<file path="src/rtl/bit_pkg.sv">
// Shared types and width helpers for the sticky right-shift denormaliser.
package bit_pkg;

    typedef enum logic [1:0] {IDLE, SHIFT, DONE} denorm_state_t;

    // Shift-amount width able to hold BIT+1, the saturated shift count.
    function automatic int shw(input int bit_msb);
        return $clog2(bit_msb + 2);
    endfunction

    // Shifting by more than BIT+1 clears the vector, just like BIT+1 does.
    function automatic int sat_shamt(input int shamt, input int bit_msb);
        return (shamt > bit_msb) ? (bit_msb + 1) : shamt;
    endfunction

endpackage

</file>
<file path="src/rtl/sticky_rshift_barrel.sv">
// Single-cycle right shift with sticky OR of the discarded bits.
// Only instantiated when DENORM_BARREL_EN is defined.
module sticky_rshift_barrel
    import bit_pkg::*;
#(
    parameter int BIT = 16,
    localparam int SW = shw(BIT)
) (
    input  logic [BIT:0]  data,
    input  logic [SW-1:0] shamt,
    output logic [BIT:0]  data_o,
    output logic          sticky_o
);

    logic [BIT:0] mask;

    always_comb begin
        data_o = '0;
        mask   = '1;
        if (int'(shamt) <= BIT) begin
            data_o = data >> shamt;
            mask   = ~({(BIT+1){1'b1}} << shamt);
        end
        sticky_o = |(data & mask);
    end

endmodule

</file>
<file path="src/rtl/sticky_rshift_denorm.sv">
// Right-shifts a normalised value by the LOD count and reports a sticky bit.
// Define DENORM_BARREL_EN for a single-cycle barrel shift instead of the iterative one.
//
// state | meaning
// IDLE  | waiting for in_valid; in_ready high unless rst
// SHIFT | one bit shifted out per cycle until count reaches zero
// DONE  | result held on out_data/out_sticky until out_ready
module sticky_rshift_denorm
    import bit_pkg::*;
#(
    parameter int BIT = 16,
    localparam int SW = shw(BIT)
) (
    input  logic          clk,
    input  logic          rst,
    input  logic          in_valid,
    output logic          in_ready,
    input  logic [BIT:0]  in_data,
    input  logic [SW-1:0] in_shamt,
    output logic          out_valid,
    input  logic          out_ready,
    output logic [BIT:0]  out_data,
    output logic          out_sticky,
    output logic          busy
);

    denorm_state_t state, state_n;
    logic [BIT:0]  data_q, data_n;
    logic          sticky_q, sticky_n;
    logic [SW-1:0] count_q, count_n;
    logic [SW-1:0] shamt_sat;

    assign shamt_sat = SW'(sat_shamt(int'(in_shamt), BIT));

`ifdef DENORM_BARREL_EN
    logic [BIT:0] barrel_data;
    logic         barrel_sticky;

    sticky_rshift_barrel #(.BIT(BIT)) u_barrel (
        .data     (in_data),
        .shamt    (shamt_sat),
        .data_o   (barrel_data),
        .sticky_o (barrel_sticky)
    );
`endif

    assign in_ready   = (state == IDLE) && !rst;
    assign out_valid  = (state == DONE);
    assign busy       = (state != IDLE);
    assign out_data   = data_q;
    assign out_sticky = sticky_q;

    always_ff @(posedge clk) begin
        if (rst) begin
            state    <= IDLE;
            data_q   <= '0;
            sticky_q <= 1'b0;
            count_q  <= '0;
        end else begin
            state    <= state_n;
            data_q   <= data_n;
            sticky_q <= sticky_n;
            count_q  <= count_n;
        end
    end

    always_comb begin
        state_n  = state;
        data_n   = data_q;
        sticky_n = sticky_q;
        count_n  = count_q;
        case (state)
            IDLE: begin
                if (in_valid) begin
`ifdef DENORM_BARREL_EN
                    data_n   = barrel_data;
                    sticky_n = barrel_sticky;
                    count_n  = '0;
                    state_n  = DONE;
`else
                    data_n   = in_data;
                    sticky_n = 1'b0;
                    count_n  = shamt_sat;
                    state_n  = (shamt_sat == '0) ? DONE : SHIFT;
`endif
                end
            end
            SHIFT: begin
                // A zero count here can only come from corruption; bail out to DONE.
                if (count_q == '0) begin
                    state_n = DONE;
                end else begin
                    sticky_n = sticky_q | data_q[0];
                    data_n   = data_q >> 1;
                    count_n  = count_q - SW'(1);
                    if (count_q == SW'(1)) state_n = DONE;
                end
            end
            DONE: begin
                if (out_ready) state_n = IDLE;
            end
            default: state_n = IDLE;
        endcase
    end

endmodule

</file>
<file path="config.mk">
export PLATFORM = sky130hd
export DESIGN_NAME = sticky_rshift_denorm
export DESIGN_NICKNAME = d
export VERILOG_FILES = /design/src/rtl/bit_pkg.sv /design/src/rtl/sticky_rshift_barrel.sv /design/src/rtl/sticky_rshift_denorm.sv
export SDC_FILE = /design/constraint.sdc
export NUM_CORES = 1
export LEC_CHECK = 0
export ABC_AREA = 1
export BUFFER_PORTS_ARGS = -buffer_cell sky130_fd_sc_hd__clkbuf_2
export CAP_MARGIN = 20
export CORE_MARGIN = 3
export CORE_UTILIZATION = 50
export CTS_CLUSTER_DIAMETER = 30
export DETAILED_ROUTE_END_ITERATION = 10
export PLACE_DENSITY = 0.82
export SLEW_MARGIN = 0
export SYNTH_ARGS = -nofsm -noshare
export SYNTH_HDL_FRONTEND = slang
export SYNTH_HIERARCHICAL = 1
export SYNTH_SLANG_ARGS = --single-unit
</file>
<file path="constraint.sdc">
create_clock -name clk -period 1.6 [get_ports clk]
set_input_delay 0.4 -clock clk [delete_from_list [all_inputs] [get_ports clk]]
set_output_delay 0.4 -clock clk [all_outputs]
set_load 0.01 [all_outputs]
</file>
* Word level (Yosys, flattened, before mapping) *
Index checks and enable logic that the tools add are counted.

cells by class
  add/subtract/negate cells = 1
  $lt $le $gt $ge = 1
  equality and inequality tests = 7
  multiplexer cells = 16
  bitwise operators = 1
  reduce and logical (&&, ||, !) cells = 9

operators by type and width
  cell                   count
  $mux W17               2
  $pmux W17 S2           1
  $mux W5                3
  $logic_not A5 Y1       2
  $mux W2                5
  $pmux W5 S2            1
  $pmux W2 S3            1
  $reduce_and A3 Y1      2
  $eq A5 B1 Y1 const B   1
  $gt A5 B5 Y1 const B   1
  $sub A5 B1 Y5 const B  1
  $ne A2 B2 Y1 const B   2
  $reduce_bool A2 Y1     2
  $ne A3 B3 Y1 const B   1
  $eq A2 B1 Y1 const B   1
  $eq A2 B2 Y1 const B   1
  $logic_not A2 Y1       1
  $mux W1                2
  $ne A2 B1 Y1 const B   1
  $pmux W1 S2            1
  $logic_and A1 B1 Y1    1
  $logic_not A1 Y1       1
  $or A1 B1 Y1           1

word-level totals
  register bits after elaboration = 25
  input bits = 26
  output and inout port bits = 21
  logic and storage cells = 39

* Depth between registers and ports, before layout *
  word-level depth = 6
  mapped depth = 11
  depth with buffers taken out = 10

* Worst setup path after synthesis *
No wires, ideal clock.

  path kind = register to register
  start point = register count_q[0]
  end point = register data_q[0] (netlist: out_data[0])
  setup time = 0.116 ns
  data arrival time = 1.235 ns
  required time = 1.484 ns
  slack = 0.249 ns
  cell stages (with the launch flop) = 11
  path buffers = 1
  period minus slack after synthesis = 1.351 ns
  path through = dfxtp_1 inv_1 ha_1 inv_1 nor2_1 nand2_2 nand2_4 nand2_8 buf_6 o21ai_0 nor2_1

on the way
  cells in the longest elaborated chain, start to end = 3

ends and longest elaborated chain
  what                         RTL line                    RTL
  from (decl)                  sticky_rshift_denorm.sv:30  logic [SW-1:0] count_q, count_n;
  from (signal assigned)       sticky_rshift_denorm.sv:63  count_q <= count_n;
  $logic_not A5 Y1             sticky_rshift_denorm.sv:90  if (count_q == '0) begin
  $ne A2 B2 Y1 (no line)       n/a
  $reduce_and A3 Y1 (no line)  n/a
  to (signal assigned)         sticky_rshift_denorm.sv:61  data_q <= data_n;
  to (decl)                    sticky_rshift_denorm.sv:28  logic [BIT:0] data_q, data_n;

No other way between the ends.
A chain may end at the register's enable or synchronous reset.

* Worst setup path after layout *
  start point = register state[1]
  end point = output port out_valid

on the way
  cells in the longest elaborated chain, start to end = 1

ends and longest elaborated chain
  what                    RTL line                    RTL
  from (decl)             sticky_rshift_denorm.sv:27  denorm_state_t state, state_n;
  from (signal assigned)  sticky_rshift_denorm.sv:60  state <= state_n;
  $eq A2 B2 Y1            sticky_rshift_denorm.sv:48  assign out_valid = (state == DONE);
  to (decl)               sticky_rshift_denorm.sv:20  output logic out_valid,

No other way between the ends.

==> results by stage <==
Global route:
- The number of antenna violations at the first check in global routing was 0.
- The largest net degree at the start of global routing is 24.
- The number of global-route vias before repair is 1293.
- For this run the aggregate overflow at the end of global routing stands at 0.
- The overall track demand over capacity in global routing is 18.9%.
- The global-route wire length before repair is 5280 um.

Logic synthesis:
- The mux share of post-synthesis cell area is 0%.
- By area the synthesized netlist is led by dfxtp_1, nand2_1, nor2_1, o21ai_1, nand3_1.
- The post-synthesis area per instance is 6.63 um2.
- The synthesized cell area is between 0.001 and 0.0015 mm2.
- The share of the synthesized area in compound gates (AO/OA/AOI/OAI) is 10.2%.
- In this run, distinct cell masters in the synthesized netlist total 23.
- Counting flops with a built-in enable in the synthesized netlist gives 0.
- The synthesized netlist devotes 0.615% of its cell area to XOR and XNOR gates.
- The flip-flop cell with the highest count after synthesis is dfxtp_1.
- By count the netlist is led by nand2_1, nor2_1, dfxtp_1, o21ai_1, nand3_1.
- Of all flip-flops after synthesis, the portion carrying an async set or reset was 0%.
- During synthesis, Yosys emitted a total of 6 warnings.
- Sequential cells were found to cover a little over a third of the synthesized design area.
- The count of state elements after synthesis is 25.
- Summed over its instances, the top area cell type makes up 35.1% of the synthesized netlist area.
- The most common cell in the synthesized netlist is nand2_1.
- Summing the areas of all fa, ha and maj instances in the mapped netlist gives 2.63% of the synthesized area.
- Summed over all instances, the cell type with the most area after synthesis is dfxtp_1.
- The synthesized net count is 244.
- The synthesized netlist devotes between 40% and 50% of its cell area to simple gates.
- After synthesis, the largest family of logic cells by area is simple AND/OR/NAND/NOR gates.
- Synthesis handed over a netlist of 215 instances.

Clock tree:
- CTS built an H-tree with a depth of 1.
- The TritonCTS sink count is 25.
- The later pin in the worst-skew pair is clocked with a latency of 0.32 ns.
- Clock-pin slew was measured on the worst setup and hold paths at 0.14 ns.
- The TritonCTS clock tree is built.
- In this run, CTS created clock tree buffers numbering 3.
- In this run, post-CTS hold repair placed 0 buffers.
- Clock tree synthesis selected as its root buffer the cell clkbuf_4.
- The clock tree buffer depth is 2.

Route:
- In the routed layout, each cell is associated on average with a via count of 4.94.
- The remaining routing DRC violations is 0.
- Once detail routing completed, the nets flagged for antenna violations numbered 0.
- The final routed wirelength across all metal layers is about 3200 um.
- The iteration-0 DRC count of the detailed router is 41.
- The count of TritonRoute iterations in the first routing pass is 4.
- Dividing the detail-routed wire length by the instance count gives ~11 um.
- The vias after detailed routing is 1433.

Setup path:
- Walking the worst path, the cells encountered are inv_2, nor2_1, clkbuf_2.
- For the worst setup path, the data arrival time is 1.10 ns.
- The critical path runs through a total of 3 cells.
- The worst register-to-register path has a depth of 10.
- In this design, the stage delay of the slowest critical-path cell is 0.44 ns.
- The slowest cell on the critical path is dfxtp_1.
- The setup check on the worst reg-to-reg path leaves a slack of 0.14 ns.
- The worst setup path is launched from a flop.
- Among cell families on the critical path, the largest total delay comes from flip-flops.
- STA classifies the critical path endpoint as an output pin.
- The maximum fanout encountered on the critical timing path is 3.
- At the worst endpoint, the required time is approximately 1.2 ns.
- The critical path is of the reg -> out type.
- The worst reg2reg path endpoint is out_data[10].
- The number of buffers and inverters on the critical path is 2.
- The startpoint identified for the worst register-to-register timing path is count_q[1].

Die:
- The floorplan has 18 rows.
- The die span in y is slightly below 60 um.
- The starting density of the core is 55.0%.
- The number of primary I/O pins is 47.
- The floorplan die area is 0.00353 mm2.
- The die is 59.4 um wide.
- In this run the standard cell core region covers 0.00259 mm2.

Final layout:
- The share of post-route cells with drive strength above 1 is 29.6%.
- Relative to the synthesized area, the layout overhead comes to 18.5%.
- After filler insertion, the fill cell instance count of the layout stands at 242.
- The repair_antennas step left the layout with diodes totalling 0.
- At the end of the flow, the number of nets in the layout was 290.

Timing:
- Counting I/O delays and the setup requirement, the final critical path takes 1.50 ns.
- The ratio of final minimum period to clock period is 93.6%.
- The number of pins with negative max-slew slack in the final report is 0.
- The final-layout setup total negative slack is 0 ns.
- The final-layout worst hold slack is 0.304 ns.
- The final-report hold violation count was 0.
- The worst-case clock skew is 0.00824 ns.
- The maximum clock rate is approximately 0.67 GHz.
- The worst slew slack as a fraction of its limit is between 70% and 80%.
- The transition time at the pin with the least slew margin is between 0.3 and 0.4 ns.
- Setup repair after global routing left no endpoint under its margin.
- Setup violations remaining at the end of the flow were counted as 0.

Hold path:
- The hold path startpoint is in_data[16].
- The path category of the worst min-delay check is in -> reg.
- The count of cells along the worst hold path is 3.
- The sink of the worst hold path is out_data[16].

Place:
- During placement, the flow inserted port buffers numbering 46.
- The post-DP HPWL is 2420 um.
- The final weighted congestion of routability-driven global placement is 0.793.

Power and ir drop:
- Across the VDD grid, the largest voltage drop is 0.731 mV.
- The cell-internal power is 0.00113 W.
- The post-route total power is 0.00191 W.
- In this run, the clock network consumes roughly 15% of the power.
- The net switching power is 0.000779 W.
- Summed over all cells, the static leakage comes to 0.885 nW.
- The switching share of total power is 40.9%.
- Per report_power, the combinational group accounts for 41.2% of the total.
- Registers are responsible for approximately 44% of the overall power.
- Dividing total power by cell area gives a power density of 1130 mW/mm2.

Status:
- The run finished with clean final reports.

Job:
- The total of max-cap violations is 0.
-- state kept, by name, indices dropped and copies added (netlist names) --
| register | flops |
|---|---|
| out_sticky | 1 |
| out_data | 17 |
| state | 2 |
| count_q | 5 |
-- per-layer routing --
metal | track usage [%] | up-vias | share of wire (%)
met5 | 0 | - | 0
met4 | 2.91 | 0 | 0.49
met3 | 3.49 | 4 | 4.3
met2 | 34.2 | 31 | 50
met1 | 23.5 | 635 | 45
li1 | - | 763 | -
-- what timing repair did --
action / in CTS / in global routing
gates resized for setup: 0 / 2
endpoints found under the hold margin: 0 / 0
setup endpoints to repair: 0 / 1
setup buffers: 0 / 0
-- per-stage QoR --
step	std cells	instance area (um2)	util, %	setup slack [ns]
floorplan	215	1430	-	0.249
global placement	285	1650	63.5	0.187
detailed placement	285	1650	63.5	0.127
CTS	289	1670	64.5	0.0780
global route	290	1690	65.2	0.0207
finish	290	1690	65.2	0.103
-- worst min-delay path: stages --
cell and delay, ns:
clkbuf_2 0.08, nand2_1 0.05, a21oi_1 0.05
-- kinds of logic after synthesis --
| logic type | after synthesis |
|---|---|
| simple gates | 133 |
| fa+ha+maj | 3 |
| xor+xnor | 1 |
| flops | 25 |
| compound gates | 29 |
| buf+inv | 24 |
-- worst max path at each step --
stage                          start  slack (ns)      endpoint
final                       state[1]        0.10     out_valid
after floorplan           count_q[0]        0.25   out_data[0]
after CTS                 count_q[0]        0.08  out_data[16]
after detailed placement  count_q[0]        0.13  out_data[16]
after global routing      count_q[0]        0.02  out_data[16]
after global placement    count_q[0]        0.19  out_data[10]
-- cells in the final DEF, fill, tap and decap left out --
| cell | instances |
|---|---|
| nand2_8 | 1 |
| a21oi_1 | 8 |
| dfxtp_1 | 24 |
| nand2_2 | 1 |
| o21ai_1 | 15 |
| clkinv_8 | 1 |
| buf_4 | 3 |
| xnor2_1 | 1 |
| nand2_4 | 3 |
| ha_1 | 3 |
| nor2_4 | 3 |
| inv_4 | 1 |
| inv_2 | 4 |
| clkbuf_4 | 3 |
| dfxtp_2 | 1 |
| clkbuf_2 | 46 |
| nand3_1 | 13 |
| clkbuf_1 | 1 |
| nor2_1 | 37 |
| nand2_1 | 66 |
| nor2_2 | 10 |
| inv_1 | 9 |
| o21ai_0 | 6 |
-- power groups by stage --
stage / Sequential (W) / Combinational, W / Clock, W
2_1_floorplan: 0.000865 / 0.000571 / 0
3_3_place_gp: 0.000843 / 0.000757 / 0
3_5_place_dp: 0.000843 / 0.000771 / 0
4_1_cts: 0.000830 / 0.000776 / 0.000290
5_1_grt: 0.000846 / 0.000885 / 0.000309
6_report: 0.000833 / 0.000786 / 0.000288
-- area by class of cell --
class	count	area, um2	area share (%)
inverters	15	71.3	4.22
flip-flops and latches	25	502	29.7
repair buffers	49	253	15.0
multi-input cells	167	800	47.3
well taps	30	37.5	2.22
clock buffers	4	26.3	1.56
Power figures use the tool's default switching activity.
